<file path="config.mk">
export PLATFORM = sky130hd
export DESIGN_NAME = muldiv_seq_flat
export DESIGN_NICKNAME = d
export VERILOG_FILES = /design/src/rtl/muldiv_seq_if.sv /design/src/rtl/muldiv_seq.sv /design/src/flat_wrapper.sv
export SDC_FILE = /design/constraint.sdc
export NUM_CORES = 1
export LEC_CHECK = 0
export CAP_MARGIN = 5
export CORE_MARGIN = 10
export CORE_UTILIZATION = 55
export DETAILED_ROUTE_END_ITERATION = 8
export DONT_BUFFER_PORTS = 1
export GPL_ROUTABILITY_DRIVEN = 0
export GPL_TIMING_DRIVEN = 0
export PLACE_DENSITY = 0.68
export SYNTH_ARGS = -nofsm -noshare
export SYNTH_HDL_FRONTEND = slang
export SYNTH_SLANG_ARGS = --single-unit
</file>
<file path="constraint.sdc">
create_clock -name clk -period 7.7 [get_ports clk]
set_clock_uncertainty 0.05 [all_clocks]
set_input_delay 1.54 -clock clk [delete_from_list [all_inputs] [get_ports clk]]
set_output_delay 1.54 -clock clk [all_outputs]
set_load 0.005 [all_outputs]
</file>
<file path="src/rtl/muldiv_seq_if.sv">
// Handshake and operand/result bundle between the control path and muldiv_seq.
// The master side (control unit) drives the request; the slave side (sequencer)
// returns status and results.
interface muldiv_seq_if #(
   parameter int unsigned WIDTH = 16
);
   logic             start;
   logic             op;
   logic [WIDTH-1:0] opa;
   logic [WIDTH-1:0] opb;
   logic             busy;
   logic             done;
   logic [WIDTH-1:0] res_hi;
   logic [WIDTH-1:0] res_lo;
   logic             div_zero;

   modport master (
      output start, op, opa, opb,
      input  busy, done, res_hi, res_lo, div_zero
   );

   modport slave (
      input  start, op, opa, opb,
      output busy, done, res_hi, res_lo, div_zero
   );
endinterface

</file>
<file path="src/rtl/muldiv_seq.sv">
// Multi-cycle unsigned multiply/divide sequencer: one shift-add or restoring
// subtract step per clock, start/busy/done handshake, double-width result.
// Define MULDIV_DIV_EN to compile in the divide path; otherwise multiply-only
// with op ignored and div_zero tied low. WIDTH must match the interface WIDTH.
module muldiv_seq #(
   parameter int unsigned WIDTH = 16
) (
   input logic         clk,
   input logic         rst_b,
   muldiv_seq_if.slave bus
);
   typedef enum logic [1:0] {StIdle, StRun, StDone} state_e;

   localparam int unsigned CntW = $clog2(WIDTH + 1);

   state_e           state;
   logic [CntW-1:0]  cnt;
   // work_hi: accumulator high half / partial remainder
   // work_lo: multiplier being shifted out / dividend becoming quotient
   // work_b : multiplicand / divisor
   logic [WIDTH-1:0] work_hi;
   logic [WIDTH-1:0] work_lo;
   logic [WIDTH-1:0] work_b;
   logic             busy_q;
   logic             done_q;
   logic [WIDTH-1:0] res_hi_q;
   logic [WIDTH-1:0] res_lo_q;

   logic [WIDTH:0]   mul_sum;
   logic [WIDTH-1:0] mul_hi;
   logic [WIDTH-1:0] mul_lo;
   logic [WIDTH-1:0] step_hi;
   logic [WIDTH-1:0] step_lo;
   logic             start_dz;

   // One multiply step: conditional add keeping the carry, then shift the
   // 2W+1-bit {carry, sum, multiplier} right by one.
   always_comb begin
      mul_sum = {1'b0, work_hi} + (work_lo[0] ? {1'b0, work_b} : {(WIDTH + 1){1'b0}});
      mul_hi  = mul_sum[WIDTH:1];
      mul_lo  = {mul_sum[0], work_lo[WIDTH-1:1]};
   end

`ifdef MULDIV_DIV_EN
   logic             is_div_q;
   logic             div_zero_q;
   logic [WIDTH:0]   div_diff;
   logic [WIDTH-1:0] div_hi;
   logic [WIDTH-1:0] div_lo;

   // One restoring-divide step: shift {rem, quot} left, trial-subtract over
   // W+1 bits, keep the difference when it did not go negative.
   always_comb begin
      div_diff = {work_hi, work_lo[WIDTH-1]} - {1'b0, work_b};
      if (!div_diff[WIDTH]) begin
         div_hi = div_diff[WIDTH-1:0];
         div_lo = {work_lo[WIDTH-2:0], 1'b1};
      end else begin
         div_hi = {work_hi[WIDTH-2:0], work_lo[WIDTH-1]};
         div_lo = {work_lo[WIDTH-2:0], 1'b0};
      end
   end

   // Select the step for the latched operation.
   always_comb begin
      step_hi = is_div_q ? div_hi : mul_hi;
      step_lo = is_div_q ? div_lo : mul_lo;
   end

   assign start_dz     = bus.op && (bus.opb == '0);
   assign bus.div_zero = div_zero_q;
`else
   logic unused_op;

   // Multiply-only build: always take the shift-add step.
   always_comb begin
      step_hi = mul_hi;
      step_lo = mul_lo;
   end

   assign unused_op    = bus.op;
   assign start_dz     = 1'b0;
   assign bus.div_zero = 1'b0;
`endif

   // Sequencer FSM with registered busy/done/results.
   always_ff @(posedge clk) begin
      if (!rst_b) begin
         state    <= StIdle;
         cnt      <= '0;
         work_hi  <= '0;
         work_lo  <= '0;
         work_b   <= '0;
         busy_q   <= 1'b0;
         done_q   <= 1'b0;
         res_hi_q <= '0;
         res_lo_q <= '0;
`ifdef MULDIV_DIV_EN
         is_div_q   <= 1'b0;
         div_zero_q <= 1'b0;
`endif
      end else begin
         done_q <= 1'b0;
         unique case (state)
            // DONE accepts a new start exactly like IDLE (back-to-back).
            StIdle, StDone: begin
               if (bus.start) begin
                  work_hi <= '0;
                  work_lo <= bus.opa;
                  work_b  <= bus.opb;
                  cnt     <= CntW'(WIDTH);
`ifdef MULDIV_DIV_EN
                  is_div_q <= bus.op;
`endif
                  if (start_dz) begin
                     state    <= StDone;
                     done_q   <= 1'b1;
                     res_hi_q <= bus.opa;
                     res_lo_q <= '1;
`ifdef MULDIV_DIV_EN
                     div_zero_q <= 1'b1;
`endif
                  end else begin
                     state  <= StRun;
                     busy_q <= 1'b1;
                  end
               end else begin
                  state <= StIdle;
               end
            end
            StRun: begin
               work_hi <= step_hi;
               work_lo <= step_lo;
               cnt     <= cnt - 1'b1;
               if (cnt == CntW'(1)) begin
                  state    <= StDone;
                  busy_q   <= 1'b0;
                  done_q   <= 1'b1;
                  res_hi_q <= step_hi;
                  res_lo_q <= step_lo;
`ifdef MULDIV_DIV_EN
                  div_zero_q <= 1'b0;
`endif
               end
            end
            default: begin
               state  <= StIdle;
               busy_q <= 1'b0;
            end
         endcase
      end
   end

   assign bus.busy   = busy_q;
   assign bus.done   = done_q;
   assign bus.res_hi = res_hi_q;
   assign bus.res_lo = res_lo_q;
endmodule
</file>
<file path="src/flat_wrapper.sv">
// flat-port wrapper written by rule: the top's interface ports become plain ports
module muldiv_seq_flat 
#(
   parameter int unsigned WIDTH = 16
)
  (clk, rst_b, bus_start, bus_op, bus_opa, bus_opb, bus_busy, bus_done, bus_res_hi, bus_res_lo, bus_div_zero);
  muldiv_seq_if #(.WIDTH(WIDTH)) bus_i ();
  input logic clk;
  input logic rst_b;
  input wire logic [$bits(bus_i.start)-1:0] bus_start;
  input wire logic [$bits(bus_i.op)-1:0] bus_op;
  input wire logic [$bits(bus_i.opa)-1:0] bus_opa;
  input wire logic [$bits(bus_i.opb)-1:0] bus_opb;
  output wire logic [$bits(bus_i.busy)-1:0] bus_busy;
  output wire logic [$bits(bus_i.done)-1:0] bus_done;
  output wire logic [$bits(bus_i.res_hi)-1:0] bus_res_hi;
  output wire logic [$bits(bus_i.res_lo)-1:0] bus_res_lo;
  output wire logic [$bits(bus_i.div_zero)-1:0] bus_div_zero;
  assign bus_i.start = bus_start;
  assign bus_i.op = bus_op;
  assign bus_i.opa = bus_opa;
  assign bus_i.opb = bus_opb;
  assign bus_busy = bus_i.busy;
  assign bus_done = bus_i.done;
  assign bus_res_hi = bus_i.res_hi;
  assign bus_res_lo = bus_i.res_lo;
  assign bus_div_zero = bus_i.div_zero;
  muldiv_seq #(.WIDTH(WIDTH)) u_core (.clk(clk), .rst_b(rst_b), .bus(bus_i));
endmodule
</file>
==> reports/metrics.cfg <==
[timing]
slew_violations = 0
rsz0062_at_grt = no
hold_viol = 0
tightest_slew_ps = 629
maxSlewHeadroom_pct = 57.5
fmax_mhz = 303
finalSetupTns_ps = 0
finalCriticalPeriod_ps = 3300
setup_viol = 0
whs_ps = 415
setup_slack_ps = 4400
finalCritPeriodShare_pct = 42.8

[grt]
grt_pass1_wl_um = 17500
track_usage_pct = 19.2
overflow = 0
grt_pass1_vias = 3488
grt_max_degree = 17
antenna_found_initial = 0

[synth]
yosysSeqAreaShare_pct = 43.1
synth_nets = 554
yosys_register_bits = 89
synth_cell_type_count = 49
yosys_warnings = 0
syn_area_mm2 = 0.00413
yosys.area.top_type_share_pct = 43.1
yosys-top-cells-area = dfxtp_1 43%, nand2_1 9.8%, a21oi_1 5.9%
synthCells = 499
synthFlopType = dfxtp_1
ys_async_sr_fraction_pct = 0
synth_edf_count = 0
synth_area_per_cell_um2 = 8.28
yosysTopAreaCell = dfxtp_1

[worst_setup_path]
worstPathRequired_ps = 7900
end_kind = register
critPathMaxFanout = 10
path_delay_family = compound AO/OA/AOI/OAI gates
cp_slowest_cell = a2111oi_2
cp.arrival_ps = 3490
cp_num_buf_inv = 1
r2r_slack_ps = 4400
crit_type = reg2reg
critPathLaunchType = register
cp_cell_sequence = clkbuf_1 > and2_1 > ha_1 > fa_1 > a211oi_1 > o31ai_1 > a2111oi_2 > nor2_1 > o22ai_1 > o21ai_0
cp_slowest_stage_delay_ps = 490

[die]
die_w_um = 107
die_height_um = 107
dieArea_mm2 = 0.0114
fp-row-count = 31
floorplan.initialDensity_pct = 56.6
core_area_mm2 = 0.00729
ioPinCount = 71

[final_layout]
insertedDiodeCount = 0
multi_input_area_mm2 = 0.00218
drive_gt1_share_pct = 6.60
fillers = 694
regArea_mm2 = 0.00178
area_delta_synth_final_pct = 9.00
post-route-cell-area_mm2 = 0.00450
nets = 565

[power_and_ir_drop]
netSwitchingFraction_pct = 25.2
p_leak_nw = 1.71
seqPwrFrac_pct = 50.8
share_comb_of_total_power_pct = 8.3
worst_ir_drop_vdd_v = 0.000122
p_int_mw = 0.720
p_per_area_mw_per_mm2 = 214
clkPwrFrac_pct = 41.0
p_sw_mw = 0.243

[detailed_routing]
postRouteAntennaNets = 0
drtIter0Drc = 187
top_layer = met4
wl_met2_um = 4950
wire_per_inst_um = 17.5
met1_length_um = 4580
via_per_inst = 5.63
wl_met3_um = 1070
drc = 0
wl_um = 10800
first_pass_iters = 5
num_vias = 3459

[clock_network]
hold_buffers = 0
cts.htree.levels = 3
cts.sinks = 89
numCtsBuffers = 9
ctsResizeCount = 0
clk_pin_slew_ps = 100
cts_buffer_depth = 2
worstSkewPairLatency_ps = 370
cts_tree = yes
postCtsSetupBuffers = 0
cts-root-buf = clkbuf_8

[placed_design]
port_buffers = 0
dpl_cell_area_mm2 = 0.00425
pre_cts_ws_ps = 4360
dpl.hpwl_um = 7940

[min_path]
min_path_type = reg2reg

[flow_run]
cap_viol_max_count = 0

[outcome]
outcome = completed

## cell usage in the layout (no fill, tap or decap), types with 2 or more instances in the layout
cell,instances
clkbuf_1,21
or2_2,2
nor2b_1,4
a21o_1,4
nand4_1,4
a221o_1,2
a21boi_0,24
nor2_1,30
nand2_1,108
inv_1,8
ha_1,18
nand2b_1,2
and3_1,4
a31o_1,2
o31ai_1,2
clkbuf_8,9
or4_1,2
xnor2_1,9
xor2_1,2
nand3_1,16
nor4_1,2
a211oi_1,4
inv_6,2
dfxtp_1,89
nor3_1,3
o21bai_1,2
or3_1,2
bufinv_16,3
buf_2,6
mux2i_1,2
buf_1,4
o21ai_0,12
and2_1,17
o21a_1,2
a21oi_1,49
a22oi_1,25
## registers in the layout, indices dropped and copies added, names as in the netlist
name,flops
u_core.bus.busy,1
u_core.bus.done,1
u_core.bus.res_hi,16
u_core.bus.res_lo,16
u_core.cnt,5
u_core.state,2
u_core.work_b,16
u_core.work_hi,16
u_core.work_lo,16
## routing by layer
| layer | GRT usage, % | up-vias |
|---|---|---|
| met5 | 0 | - |
| met4 | 7.06 | 0 |
| met3 | 8.08 | 13 |
| met2 | 31.2 | 89 |
| met1 | 22.0 | 1612 |
| li1 | - | 1745 |
## cells by family after synthesis
logic type	synth area share, %
muxes	0.485
adders and majority gates	5.94
buffers and inverters	4.12
other	0.0908
DFF	43.1
xor gates and xnor gates	2.33
AOI/OAI and AO/OA	22.9
and+or+nand+nor	21.0
## worst paths after layout
kind                                        start                 end  depth (start not counted)
worst max-delay path            u_core.work_lo[0]  u_core.work_hi[15]                         10
worst min-delay path             u_core.work_b[2]    u_core.work_b[2]                          2
worst max register to register  u_core.work_lo[0]  u_core.work_hi[15]                         10
worst min register to register   u_core.work_b[2]    u_core.work_b[2]                          2
## tightest hold or removal path: cells and delay by family, from the launching register on
family / cells / cell delay (ps)
flip-flops: 1 / 320
AO/OA/AOI/OAI: 1 / 60
AND/OR/NAND/NOR: 1 / 40
## synth_stat cells, drive strengths merged, types with 2 or more instances
master,instances
a2111oi,2
dfxtp,89
and3,4
or3,2
clkbuf,22
xor2,2
buf,11
nor3,3
xnor2,9
a21o,4
nor2,30
ha,18
o31ai,2
and2,17
nand2,108
nor4,2
or2,2
a21oi,49
nand4,4
or4,2
o21bai,2
inv,9
a22oi,25
nand3,16
o21a,2
a21boi,24
mux2i,2
a31o,3
nand2b,2
a221o,2
nor2b,4
a211oi,4
o21ai,13
## cell type report
type                            count  share of cell area (%)
Multi-Input combinational cell    368                    48.4
Sequential cell                    89                    39.6
Buffer                             33                    3.03
Clock buffer                        9                    2.75
Clock inverter                      7                    2.75
Tap cell                           99                    2.75
Inverter                            9                   0.750
## stage by stage
stage | power, mW | util (%) | cells
after detailed placement | 0.579 | 58.3 | 598
after global placement | 0.577 | 58.3 | 598
final | 0.963 | 61.7 | 614
after CTS | 0.970 | 61.7 | 614
after floorplan | 0.553 | - | 499
after global routing | 1.00 | 61.7 | 614
## power groups by stage
| stage | logic (mW) | registers, mW | clock network, mW |
|---|---|---|---|
| floorplan | 0.0577 | 0.495 | 0 |
| global placement | 0.0785 | 0.499 | 0 |
| detailed placement | 0.0799 | 0.499 | 0 |
| CTS | 0.0801 | 0.489 | 0.401 |
| global route | 0.0914 | 0.491 | 0.418 |
| finish | 0.0799 | 0.489 | 0.394 |
(Power assumes the default switching activity.)
